### config.mk
export PLATFORM = sky130hd
export DESIGN_NAME = fetch_stage
export DESIGN_NICKNAME = d
export VERILOG_FILES = /design/src/rtl/fetch_stage.sv
export SDC_FILE = /design/constraint.sdc
export NUM_CORES = 1
export LEC_CHECK = 0
export CORE_ASPECT_RATIO = 1.2
export CORE_MARGIN = 10
export CORE_UTILIZATION = 50
export CTS_BUF_LIST = sky130_fd_sc_hd__clkbuf_4 sky130_fd_sc_hd__clkbuf_8
export DETAILED_ROUTE_END_ITERATION = 10
export PLACE_DENSITY = 0.84
export SYNTH_ARGS = -nofsm -noshare
export SYNTH_HDL_FRONTEND = slang
export SYNTH_SLANG_ARGS = --single-unit
### constraint.sdc
create_clock -name clk -period 3.5 [get_ports clk]
set_input_delay 0.35 -clock clk [delete_from_list [all_inputs] [get_ports clk]]
set_output_delay 0.35 -clock clk [all_outputs]
set_load 0.05 [all_outputs]
### src/rtl/fetch_stage.sv
// Instruction fetch stage: owns the PC, issues single-outstanding fetches and
// holds the IF/ID register, with stall skid buffering and jump/branch redirects.
//
// state | meaning
// IDLE  | first cycle after reset, no request
// FETCH | request outstanding at pc
// DRAIN | redirect seen mid-request; wait for the stale ack, then go to redir_pc
// HOLD  | fetched word parked in skid buffer while ID is stalled
module fetch_stage #(
  parameter int inst_SIZE = 16,
  parameter int PC_WIDTH = 16,
  parameter logic [PC_WIDTH-1:0] RESET_PC = '0
) (
  input  logic                 clk,
  input  logic                 rst,
  output logic                 imem_req,
  output logic [PC_WIDTH-1:0]  imem_addr,
  input  logic                 imem_ack,
  input  logic [inst_SIZE-1:0] imem_rdata,
  input  logic                 id_stall,
  input  logic                 jump_valid,
  input  logic [12:0]          jump_addr,
  input  logic                 br_valid,
  input  logic [PC_WIDTH-1:0]  br_target,
  output logic [inst_SIZE-1:0] if_id_instr,
  output logic [PC_WIDTH-1:0]  if_id_pc,
  output logic [PC_WIDTH-1:0]  if_id_pc_plus1,
  output logic                 if_id_valid
);

  localparam logic [1:0] IDLE  = 2'd0;
  localparam logic [1:0] FETCH = 2'd1;
  localparam logic [1:0] DRAIN = 2'd2;
  localparam logic [1:0] HOLD  = 2'd3;

  localparam logic [PC_WIDTH-1:0] PC_ONE = {{(PC_WIDTH-1){1'b0}}, 1'b1};

  logic [1:0]           state;
  logic [PC_WIDTH-1:0]  pc;
  logic [PC_WIDTH-1:0]  redir_pc;
  logic [inst_SIZE-1:0] skid;

  logic                 redir;
  logic [PC_WIDTH-1:0]  target;
  logic                 accept;
  logic                 load;
  logic [inst_SIZE-1:0] load_instr;

  assign redir  = br_valid | jump_valid;
  assign target = br_valid ? br_target
                           : {if_id_pc_plus1[PC_WIDTH-1:13], jump_addr};
  assign accept = !id_stall | !if_id_valid;

  assign imem_req  = (state == FETCH) || (state == DRAIN);
  assign imem_addr = pc;

  // A redirect always wins over loading a fresh or parked instruction.
  always_comb begin
    load       = 1'b0;
    load_instr = imem_rdata;
    if (!redir && accept) begin
      if (state == FETCH && imem_ack) begin
        load = 1'b1;
      end else if (state == HOLD) begin
        load       = 1'b1;
        load_instr = skid;
      end
    end
  end

  always_ff @(posedge clk or posedge rst) begin
    if (rst) begin
      state    <= IDLE;
      pc       <= RESET_PC;
      redir_pc <= RESET_PC;
      skid     <= '0;
    end else begin
      case (state)
        IDLE: begin
          state <= FETCH;
          if (redir) pc <= target;
        end
        FETCH: begin
          if (redir) begin
            if (imem_ack) begin
              pc <= target;
            end else begin
              redir_pc <= target;
              state    <= DRAIN;
            end
          end else if (imem_ack) begin
            if (accept) begin
              pc <= pc + PC_ONE;
            end else begin
              skid  <= imem_rdata;
              state <= HOLD;
            end
          end
        end
        DRAIN: begin
          if (imem_ack) begin
            pc    <= redir ? target : redir_pc;
            state <= FETCH;
          end else if (redir) begin
            redir_pc <= target;
          end
        end
        HOLD: begin
          if (redir) begin
            pc    <= target;
            state <= FETCH;
          end else if (accept) begin
            pc    <= pc + PC_ONE;
            state <= FETCH;
          end
        end
        default: state <= IDLE;
      endcase
    end
  end

  // When ID takes the current instruction and nothing new arrives, IF/ID empties.
  always_ff @(posedge clk or posedge rst) begin
    if (rst) begin
      if_id_instr    <= '0;
      if_id_pc       <= '0;
      if_id_pc_plus1 <= '0;
      if_id_valid    <= 1'b0;
    end else if (redir) begin
      if_id_valid <= 1'b0;
    end else if (load) begin
      if_id_instr    <= load_instr;
      if_id_pc       <= pc;
      if_id_pc_plus1 <= pc + PC_ONE;
      if_id_valid    <= 1'b1;
    end else if (!id_stall) begin
      if_id_valid <= 1'b0;
    end
  end

endmodule

==> out/summary.txt <==
status: finished, final reports clean
DR pass1 iterations: 5
num rows: 40
dominant cell type by area after synthesis: dfrtp_1
DRC viols: 0
Setup CP Type: reg -> reg
proportion of layout cells with a drive suffix above 1: 0.137
CP Launch Type: register
Final Setup Violations: 0
Flop pwr share: 0.327
final critical-path setup slack: 0.935 ns
Synth Area in Adders: 0.0145
post-DP HPWL: 10.0 mm
CP max FO: 19
starting DRC count in detailed routing: 267
Antenna Cells: 0
worst min path class: reg -> reg
fin crit share: 0.733
antenna violations before repair: 0
XOR/XNOR share of the synthesized area: 0.0203
area of the die: 0.0148 mm^2
Worst R2R Path Depth: 8
Worst setup EP type: register
CP arrival: 2.80 ns
io pins: 117
pre-CTS setup slack: 0.823 ns
# port buffers: 116
Synth cell types: 59
global-route wire length before repair: 21.9 mm
clock power share: 0.111
Final Instance Area: 0.00661 mm^2
FF+latch count, synth: 99
main combinational cell family by area after synthesis: compound AO/OA/AOI/OAI gates
post-route ant nets: 0
DP Area: 0.00641 mm^2
Clk Latency, worst-skew pair: 0.37 ns
Critical Path RT: 3.74 ns
mapped cell area: 0.00517 mm^2
drt via density: 5.67
die extent in x: 113 um
Post-synth ARST share: 1.00
power share of the combinational group: 0.561
highest clock rate: 390 MHz
TritonCTS buffer count: 9
maximum root-to-sink buffer count: 2
routability-driven placement congestion ratio: 0.888
final hold vios: 0
Fin Setup TNS: 0 ns
Post-Synth Simple-Gate Area: 0.139
dpl cells: 721
total grt overflow: 0
core area: 0.0101 mm^2
H-tree levels: 3
Yosys top cell area share: 0.479
Slew Viols, Final: 0
syn_area_per_cell: 10.3 um^2
fin crit period: 2.56 ns
actual slew at the worst max-slew pin: 1.05 ns
clk slew on worst S/H paths: 0.09 ns
Layout area overhead: 27.8%
pin count of the biggest net entering global routing: 89
relative slew slack: 0.298
LEAKAGE: 0.00283 uW
post-CTS resize count: 0
peak supply drop: 0.513 mV
clk sinks: 99
Non-Filler Instances: 737
# hold bufs at CTS: 0
post-synthesis compound-gate area fraction: 0.154
DR vias: 4182
PnR Total Power: 6490 uW
Int Pwr: 3330 uW
Synth warnings: 0
Initial Util: 0.514
post-synthesis sequential area ratio: 0.479
Power Density: 981 mW/mm^2
RSZ-0062 raised after global routing: false
Sw Share: 0.487
number of synthesized flops with an enable pin: 0
P_sw: 3160 uW
post-synthesis mux area share: 0.150
fillers: 826
Area contributors post-synth: dfrtp_1 (48%), mux2_2 (8.3%), mux2i_1 (6.8%)
syn_nets: 559
CTS tree: yes
cells after synthesis: 502
commonest cells in the synthesized netlist: dfrtp_1 (99), nor2_1 (58), a21oi_1 (54)
Synth Flop Type: dfrtp_1
WL/cell: 17.9 um
Clock Root Buffer: clkbuf_8
GRT Total Usage: 0.176
vias in the first global route: 4268
Post-layout nets: 663
Die Y: 131 um
Final Skew: 0.00964 ns
Routed WL: 13.2 mm
Setup Buffers After CTS: 0
hold depth: 1
maxcap violations: 0
count leader, synth: dfrtp_1
power by group through the flow:
stage	sequential [uW]	clock, uW	combinational, uW
after global placement	2120	0	3590
final	2120	723	3640
after detailed placement	2150	0	3660
after CTS	2130	740	3670
after global routing	2210	773	3880
after floorplan	3270	0	1300
cells in the final DEF (no fill, tap or decap), types with 4 or more instances in the layout:
| cell type | netlist | final |
|---|---|---|
| nand2_1 | 25 | 25 |
| inv_1 | 9 | 8 |
| nor2_1 | 58 | 58 |
| o21ai_0 | 20 | 20 |
| xnor2_1 | 9 | 9 |
| buf_4 | 6 | 9 |
| a31oi_1 | 7 | 7 |
| a211o_1 | 4 | 4 |
| nor4_1 | 4 | 4 |
| a211oi_1 | 5 | 5 |
| nor2b_1 | 10 | 9 |
| nand3_1 | 8 | 8 |
| a21oi_1 | 54 | 54 |
| nand2b_1 | 4 | 4 |
| clkdlybuf4s50_1 | 0 | 115 |
| ha_1 | 6 | 6 |
| nor3_1 | 9 | 9 |
| or3_1 | 4 | 4 |
| mux2_2 | 38 | 38 |
| o211ai_1 | 4 | 4 |
| dfrtp_1 | 99 | 99 |
| clkbuf_8 | 0 | 13 |
| mux2i_1 | 35 | 35 |
stage by stage:
stage	hold slack, ns	util
final	0.511	0.657
after global routing	0.528	0.657
after CTS	0.515	0.657
after detailed placement	0.496	0.638
after global placement	0.488	0.638
after floorplan	0.480	-
sequential cells by signal, indices dropped and copies added, names as in the netlist:
| signal | flops |
|---|---|
| skid | 16 |
| if_id_pc | 16 |
| if_id_instr | 16 |
| if_id_valid | 1 |
| state | 2 |
| redir_pc | 16 |
| if_id_pc_plus1 | 16 |
| imem_addr | 16 |
metal layers:
metal,track usage,share of wire,vias up
met5,0,0,-
met4,0.0692,0.017,0
met3,0.0332,0.056,15
met2,0.293,0.51,123
met1,0.218,0.42,2050
li1,-,-,1994
worst paths after layout:
kind / from / endpoint / slack (ns)
min in group asynchronous: rst / skid[6]$_DFFE_PP0P_ / 0.59
max: state[0]$_DFFE_PP0P_ / imem_addr[7]$_DFFE_PP0P_ / 0.94
max reg2reg: state[0]$_DFFE_PP0P_ / imem_addr[7]$_DFFE_PP0P_ / 0.94
max in group asynchronous: rst / skid[10]$_DFFE_PP0P_ / 2.13
min: if_id_pc[13]$_DFFE_PP0P_ / if_id_pc[13]$_DFFE_PP0P_ / 0.51
min reg2reg: if_id_pc[13]$_DFFE_PP0P_ / if_id_pc[13]$_DFFE_PP0P_ / 0.51
worst max-delay path, cell delays in order, from the launching register on:
cell and delay [ns]:
dfrtp_1 0.41, inv_1 0.13, ha_1 0.59, nor2_1 0.22, buf_4 0.24, o31ai_1 0.39, o21ai_0 0.16, a21boi_0 0.20
o22ai_1 0.10
kinds of logic after synthesis:
| logic type | count (synthesis) |
|---|---|
| AO/OA/AOI/OAI | 126 |
| XOR/XNOR | 12 |
| adder cells (fa/ha/maj) | 6 |
| buffers and inverters | 43 |
| flip-flops | 99 |
| multiplexers | 73 |
| AND/OR/NAND/NOR | 143 |
cell type report:
type | instances | area, um^2 | area share
clock buffer | 13 | 179 | 0.0271
clock inverter | 3 | 20.0 | 0.00303
inverter | 9 | 36.3 | 0.00549
multi-input combinational | 360 | 2480 | 0.375
sequential | 99 | 2480 | 0.375
tap | 126 | 158 | 0.0238
timing repair buffer | 127 | 1260 | 0.191
Note: power is estimated with default switching activity, not from simulation.
